===== src/rtl/result_uart_pkg.sv =====
// Shared constants, state type and frame layout for result_uart_tx.
// Define RESULT_UART_CHECKSUM_EN to append an XOR checksum byte.
package result_uart_pkg;

  localparam logic [7:0] SYNC_BYTE = 8'hA5;

`ifdef RESULT_UART_CHECKSUM_EN
  localparam int FRAME_LEN = 5;
`else
  localparam int FRAME_LEN = 4;
`endif

  typedef enum logic [1:0] {
    IDLE,
    START,
    DATA,
    STOP
  } tx_state_t;

  function automatic logic [7:0] frame_byte(
    input logic [2:0]  idx,
    input logic [15:0] beam,
    input logic [7:0]  split
  );
    logic [7:0] b;
    case (idx)
      3'd0:    b = SYNC_BYTE;
      3'd1:    b = beam[15:8];
      3'd2:    b = beam[7:0];
      3'd3:    b = split;
`ifdef RESULT_UART_CHECKSUM_EN
      3'd4:    b = beam[15:8] ^ beam[7:0] ^ split;
`endif
      default: b = SYNC_BYTE;
    endcase
    return b;
  endfunction

endpackage


===== src/rtl/uart_tx_byte.sv =====
// 8N1 byte serialiser; ready pulses in the last stop-bit clock so
// a load in that same cycle chains the next byte with no idle gap.
module uart_tx_byte
  import result_uart_pkg::*;
#(
  parameter int CLKS_PER_BIT = 217
) (
  input  logic       clk_i,
  input  logic       rst_n_i,
  input  logic       load_i,
  input  logic [7:0] data_i,
  output logic       tx_o,
  output logic       ready_o
);

  localparam int BW =
    (CLKS_PER_BIT > 1) ? $clog2(CLKS_PER_BIT) : 1;
  localparam logic [BW-1:0] BAUD_MAX =
    BW'(CLKS_PER_BIT - 1);

  tx_state_t     state_q;
  logic [BW-1:0] baud_q;
  logic [2:0]    bit_q;
  logic [7:0]    shift_q;
  logic          tx_q;
  logic          bit_end;

  assign bit_end = (baud_q == BAUD_MAX);
  assign ready_o = (state_q == STOP) && bit_end;
  assign tx_o    = tx_q;

  always_ff @(posedge clk_i or negedge rst_n_i) begin
    if (!rst_n_i) begin
      state_q <= IDLE;
      baud_q  <= '0;
      bit_q   <= '0;
      shift_q <= '0;
      tx_q    <= 1'b1;
    end else begin
      baud_q <= bit_end ? '0 : baud_q + 1'b1;
      unique case (state_q)
        IDLE: begin
          baud_q <= '0;
          if (load_i) begin
            state_q <= START;
            tx_q    <= 1'b0;
            shift_q <= data_i;
          end
        end
        START: begin
          if (bit_end) begin
            state_q <= DATA;
            bit_q   <= '0;
            tx_q    <= shift_q[0];
            shift_q <= shift_q >> 1;
          end
        end
        DATA: begin
          if (bit_end) begin
            if (bit_q == 3'd7) begin
              state_q <= STOP;
              tx_q    <= 1'b1;
            end else begin
              bit_q   <= bit_q + 3'd1;
              tx_q    <= shift_q[0];
              shift_q <= shift_q >> 1;
            end
          end
        end
        STOP: begin
          if (bit_end) begin
            if (load_i) begin
              state_q <= START;
              tx_q    <= 1'b0;
              shift_q <= data_i;
            end else begin
              state_q <= IDLE;
            end
          end
        end
      endcase
    end
  end

endmodule


===== src/rtl/result_uart_tx.sv =====
// Captures beam/split results on each done rising edge and sends them
// as one back-to-back 8N1 burst; optional RESULT_UART_CHECKSUM_EN.
module result_uart_tx
  import result_uart_pkg::*;
#(
  parameter int CLK_HZ       = 25_000_000,
  parameter int BAUD         = 115_200,
  parameter int CLKS_PER_BIT = CLK_HZ / BAUD
) (
  input  logic        clock,
  input  logic        clear_n,
  input  logic        done,
  input  logic [15:0] beam_out,
  input  logic [7:0]  split_count,
  output logic        tx,
  output logic        busy,
  output logic        overrun
);

  localparam logic [2:0] LAST_IDX = 3'(FRAME_LEN - 1);

  logic        done_q;
  logic        busy_q;
  logic        ovr_q;
  logic [2:0]  idx_q;
  logic [15:0] beam_q;
  logic [7:0]  split_q;

  logic       trig;
  logic       accept;
  logic       ready;
  logic       last;
  logic       load;
  logic [7:0] load_byte;

  assign trig   = done & ~done_q;
  assign accept = trig & ~busy_q;
  assign last   = (idx_q == LAST_IDX);
  assign load   = accept | (busy_q & ready & ~last);

  // First byte comes straight from the constant; later ones from the capture.
  assign load_byte = accept ? SYNC_BYTE :
    frame_byte(idx_q + 3'd1, beam_q, split_q);

  always_ff @(posedge clock or negedge clear_n) begin
    if (!clear_n) begin
      done_q  <= 1'b0;
      busy_q  <= 1'b0;
      ovr_q   <= 1'b0;
      idx_q   <= '0;
      beam_q  <= '0;
      split_q <= '0;
    end else begin
      done_q <= done;
      if (accept) begin
        busy_q  <= 1'b1;
        idx_q   <= '0;
        beam_q  <= beam_out;
        split_q <= split_count;
      end else if (busy_q && ready) begin
        if (last) busy_q <= 1'b0;
        else      idx_q  <= idx_q + 3'd1;
      end
      if (trig && busy_q) ovr_q <= 1'b1;
    end
  end

  assign busy    = busy_q;
  assign overrun = ovr_q;

  uart_tx_byte #(
    .CLKS_PER_BIT(CLKS_PER_BIT)
  ) u_ser (
    .clk_i  (clock),
    .rst_n_i(clear_n),
    .load_i (load),
    .data_i (load_byte),
    .tx_o   (tx),
    .ready_o(ready)
  );

endmodule

===== config.mk =====
export PLATFORM = sky130hd
export DESIGN_NAME = result_uart_tx
export DESIGN_NICKNAME = d
export VERILOG_FILES = /design/src/rtl/result_uart_pkg.sv /design/src/rtl/uart_tx_byte.sv /design/src/rtl/result_uart_tx.sv
export SDC_FILE = /design/constraint.sdc
export NUM_CORES = 1
export LEC_CHECK = 0
export CORE_MARGIN = 3
export CORE_UTILIZATION = 40
export DETAILED_ROUTE_END_ITERATION = 7
export SYNTH_ARGS = -nofsm -noshare
export SYNTH_HDL_FRONTEND = slang
export SYNTH_SLANG_ARGS = --single-unit

===== constraint.sdc =====
create_clock -name clock -period 3.2 [get_ports clock]
set_input_delay 0.64 -clock clock [delete_from_list [all_inputs] [get_ports clock]]
set_output_delay 0.64 -clock clock [all_outputs]
set_load 0.01 [all_outputs]

==> results by group <==
Yosys
  • Predominant post-synthesis flop cell: dfrtp_1
  • Library cells used by synthesis: 45
  • Post-Syn Area: ~2600 µm²
  • YS warnings: 0
  • Synth Instances: 281
  • Synth Register Bits: 52
  • Post-synth ARST share: 100%
  • Syn_nets: 322
  • Seq/Total Area, Yosys: 49.2%
  • EDFF count, synth: 0
  • Syn_area_per_cell: 9.42 µm²

Worst setup path
  • R2R cell count: 5
  • Worst setup path class: reg2reg
  • Worst path slowest cell: ha_1
  • Crit path DAT: about 2.4 ns
  • CP Cell Sequence: inv_1 > ha_1 > clkinv_1 > a21boi_4 > mux2_4
  • Worst setup SP type: flip-flop
  • Worst Path Required: 3.40 ns
  • RR Endpoint: u_ser.shift_q[1]
  • Reg2reg start: u_ser.state_q[1]
  • Buffers & Inverters on Critical Path: 2
  • R2R setup slack: around 1.0 ns
  • Kind of cell adding the most delay to the critical path: adder cells
  • Crit-path max FO: 12
  • CP Capture Type: flip-flop
  • CP peak stage delay: ~0.51 ns
  • Levels on crit path: 5

CTS
  • Root Driver: clkbuf_8
  • CTS Hold Bufs: 0
  • CTS tree: built
  • Setup Fix Bufs, Post-CTS: 0
  • Worst-path clk slew: 0.09 ns
  • Clk buf depth: 2
  • H-tree depth: 2
  • PostCTS Resize Cnt: 0
  • Num CTS Buffers: 5
  • Clock latency at the later pin of the worst-skew pair: ~0.32 ns
  • Clk sinks: 52

Pwr
  • Pwr per Cell Area: between 300 and 400 nW/µm²
  • Peak supply drop: 0.190 mV
  • Pleak: 1.54 nW
  • Total Power: 1.16 mW

Finish
  • Sequential cell area: roughly 1300 µm²
  • Final-stage net count: 348
  • Layout fillers: 629
  • Non-Filler Instances: roughly 390
  • # diodes: 0
  • Layout cells sized above 1: 8.77%
  • Layout area overhead: 17.6%
  • Multi-input gate area: between 1000 and 1500 µm²

Die
  • Rows: 29
  • Die Wd: between 80 and 90 µm
  • Initial Util: 41.5%
  • Die height: ~87 µm
  • Die ar.: 7630 µm²
  • Core footprint: 6390 µm²
  • Io pins: 30

STA
  • Maximum clock rate: 454 MHz
  • Endpoints failing setup: 0
  • RSZ-0062 raised after global routing: no
  • Min cycle time layout: 2.20 ns
  • Max-slew violations: 0
  • Tcrit/Tclk final: 68.9%
  • Worst slew pin tran: 0.655 ns
  • Hold WS: 0.426 ns
  • Max transition margin: 56.3%
  • Clock skew: 0.00970 ns
  • Final Hold Viols: 0
  • Post-route setup TNS: 0 ns

Placement
  • Port-buffer cells: 29
  • RePlAce Congestion: 0.802
  • Hpwl dp: about 3600 µm
  • Placed cells: 377

Drt
  • DRC errors left: 0
  • DR vias/cell: 5.16
  • Initial DRC count: 101
  • Final wirelength: ~5200 µm
  • Routed Antenna Nets: 0
  • Via count: 1988
  • Drt first pass iters: 4
  • Wire length per cell: 13.5 µm

Global routing
  • First-pass GRT wire length: 8940 µm
  • Vias in the first global route: between 1.5k and 2k
  • Pin count of the biggest net entering global routing: 53
  • GRT Util Overall: 15.0%
  • Initial antenna violation count: 0
  • Grt ovf: 0

Flow run
  • Max Cap Violations: 0

Worst hold path
  • Hold Crit Class: in2async

Outcome
  • Status: finished, final reports clean
## power by group
part / leakage (nW) / internal [mW] / switching (mW)
Clock: 0.0541 / 0.232 / 0.224
Combinational: 0.817 / 0.0280 / 0.0172
Sequential: 0.665 / 0.657 / 0.000137
## cells in the final DEF, fill, tap and decap left out, types with 2 or more instances in the layout
cell type,n
a222oi_1,5
o21ai_1,2
inv_1,14
o21ai_0,5
nor2_1,11
nand3_1,17
and3b_1,2
xnor2_1,2
buf_4,3
and3_1,2
a22o_1,4
o31ai_1,5
o22ai_1,4
ha_1,14
mux2_4,4
a21oi_1,2
clkdlybuf4s50_1,28
xor2_1,5
clkbuf_8,5
nand2_1,91
dfrtp_1,51
mux2i_1,4
## area by class of cell
cell class	count	share of cell area, %
Clock buffer	5	2.21
Multi-Input combinational cell	200	39.7
Timing Repair Buffer	32	9.89
Tap cell	77	3.09
Inverter	16	1.93
Clock inverter	3	1.37
Sequential cell	52	41.8
## layer usage
layer / GRT usage (%) / vias up / part of all wire, %
met5: 0 / - / 0
met4: 5.44 / 0 / 1.5
met3: 2.84 / 7 / 3.8
met2: 21.8 / 37 / 44
met1: 22.0 / 946 / 51
li1: - / 998 / -
## cell families after synthesis
| family | share of synthesized area, % |
|---|---|
| XOR/XNOR | 2.32 |
| AND/OR/NAND/NOR | 22.8 |
| multiplexers | 3.78 |
| AO/OA/AOI/OAI | 11.2 |
| buffers and inverters | 4.16 |
| flip-flops | 49.2 |
| adder cells (fa/ha/maj) | 6.62 |
## metrics by stage
step / setup WS (ns) / instance area (µm²) / util (%)
finish: 0.997 / 3110 / 48.7
CTS: 0.982 / 3110 / 48.7
global placement: 0.829 / 3000 / 47.0
detailed placement: 0.760 / 3000 / 47.0
global route: 0.783 / 3110 / 48.7
floorplan: 1.31 / 2650 / -
## worst reg2reg max path: cells and delay by family, from the launching register on
kind,cells,cell delay (ns)
fa+ha+maj,1,0.51
buf+inv,2,0.44
flops,1,0.42
compound gates,1,0.39
mux,1,0.33
## synth_stat cells (2+ instances only)
master     n  share of area (%)
a21oi_1    2               0.38
a222oi_1   5                1.9
a22o_1     4                1.3
and3_1     2               0.47
and3b_1    2               0.66
clkbuf_1  12                1.7
dfrtp_1   51                 48
ha_1      14                6.6
inv_1     14                2.0
mux2_4     4                2.3
mux2i_1    4                1.5
nand2_1   91                 13
nand3_1   17                3.2
nor2_1    11                1.6
o21ai_0    5               0.95
o21ai_1    2               0.38
o22ai_1    4               0.95
o31ai_1    5                1.4
xnor2_1    2               0.66
xor2_1     5                1.7
## worst max-delay path by stage
| stage | startpoint | end | slack (ns) |
|---|---|---|---|
| finish | u_ser.state_q[1] | u_ser.shift_q[1] | 1.0 |
| global route | u_ser.state_q[1] | u_ser.shift_q[4] | 0.78 |
| CTS | u_ser.state_q[1] | u_ser.shift_q[1] | 0.98 |
| detailed placement | done | u_ser.shift_q[4] | 0.76 |
| global placement | done | u_ser.shift_q[3] | 0.83 |
| floorplan | u_ser.state_q[0] | u_ser.shift_q[1] | 1.31 |
## state kept, by name, indices dropped and copies added (netlist names)
signal / count
beam_q: 16
split_q: 8
u_ser.baud_q: 8
u_ser.shift_q: 8
idx_q: 3
u_ser.bit_q: 3
u_ser.state_q: 2
busy: 1
done_q: 1
overrun: 1
u_ser.tx_o: 1
Power figures use the tool's default switching activity.
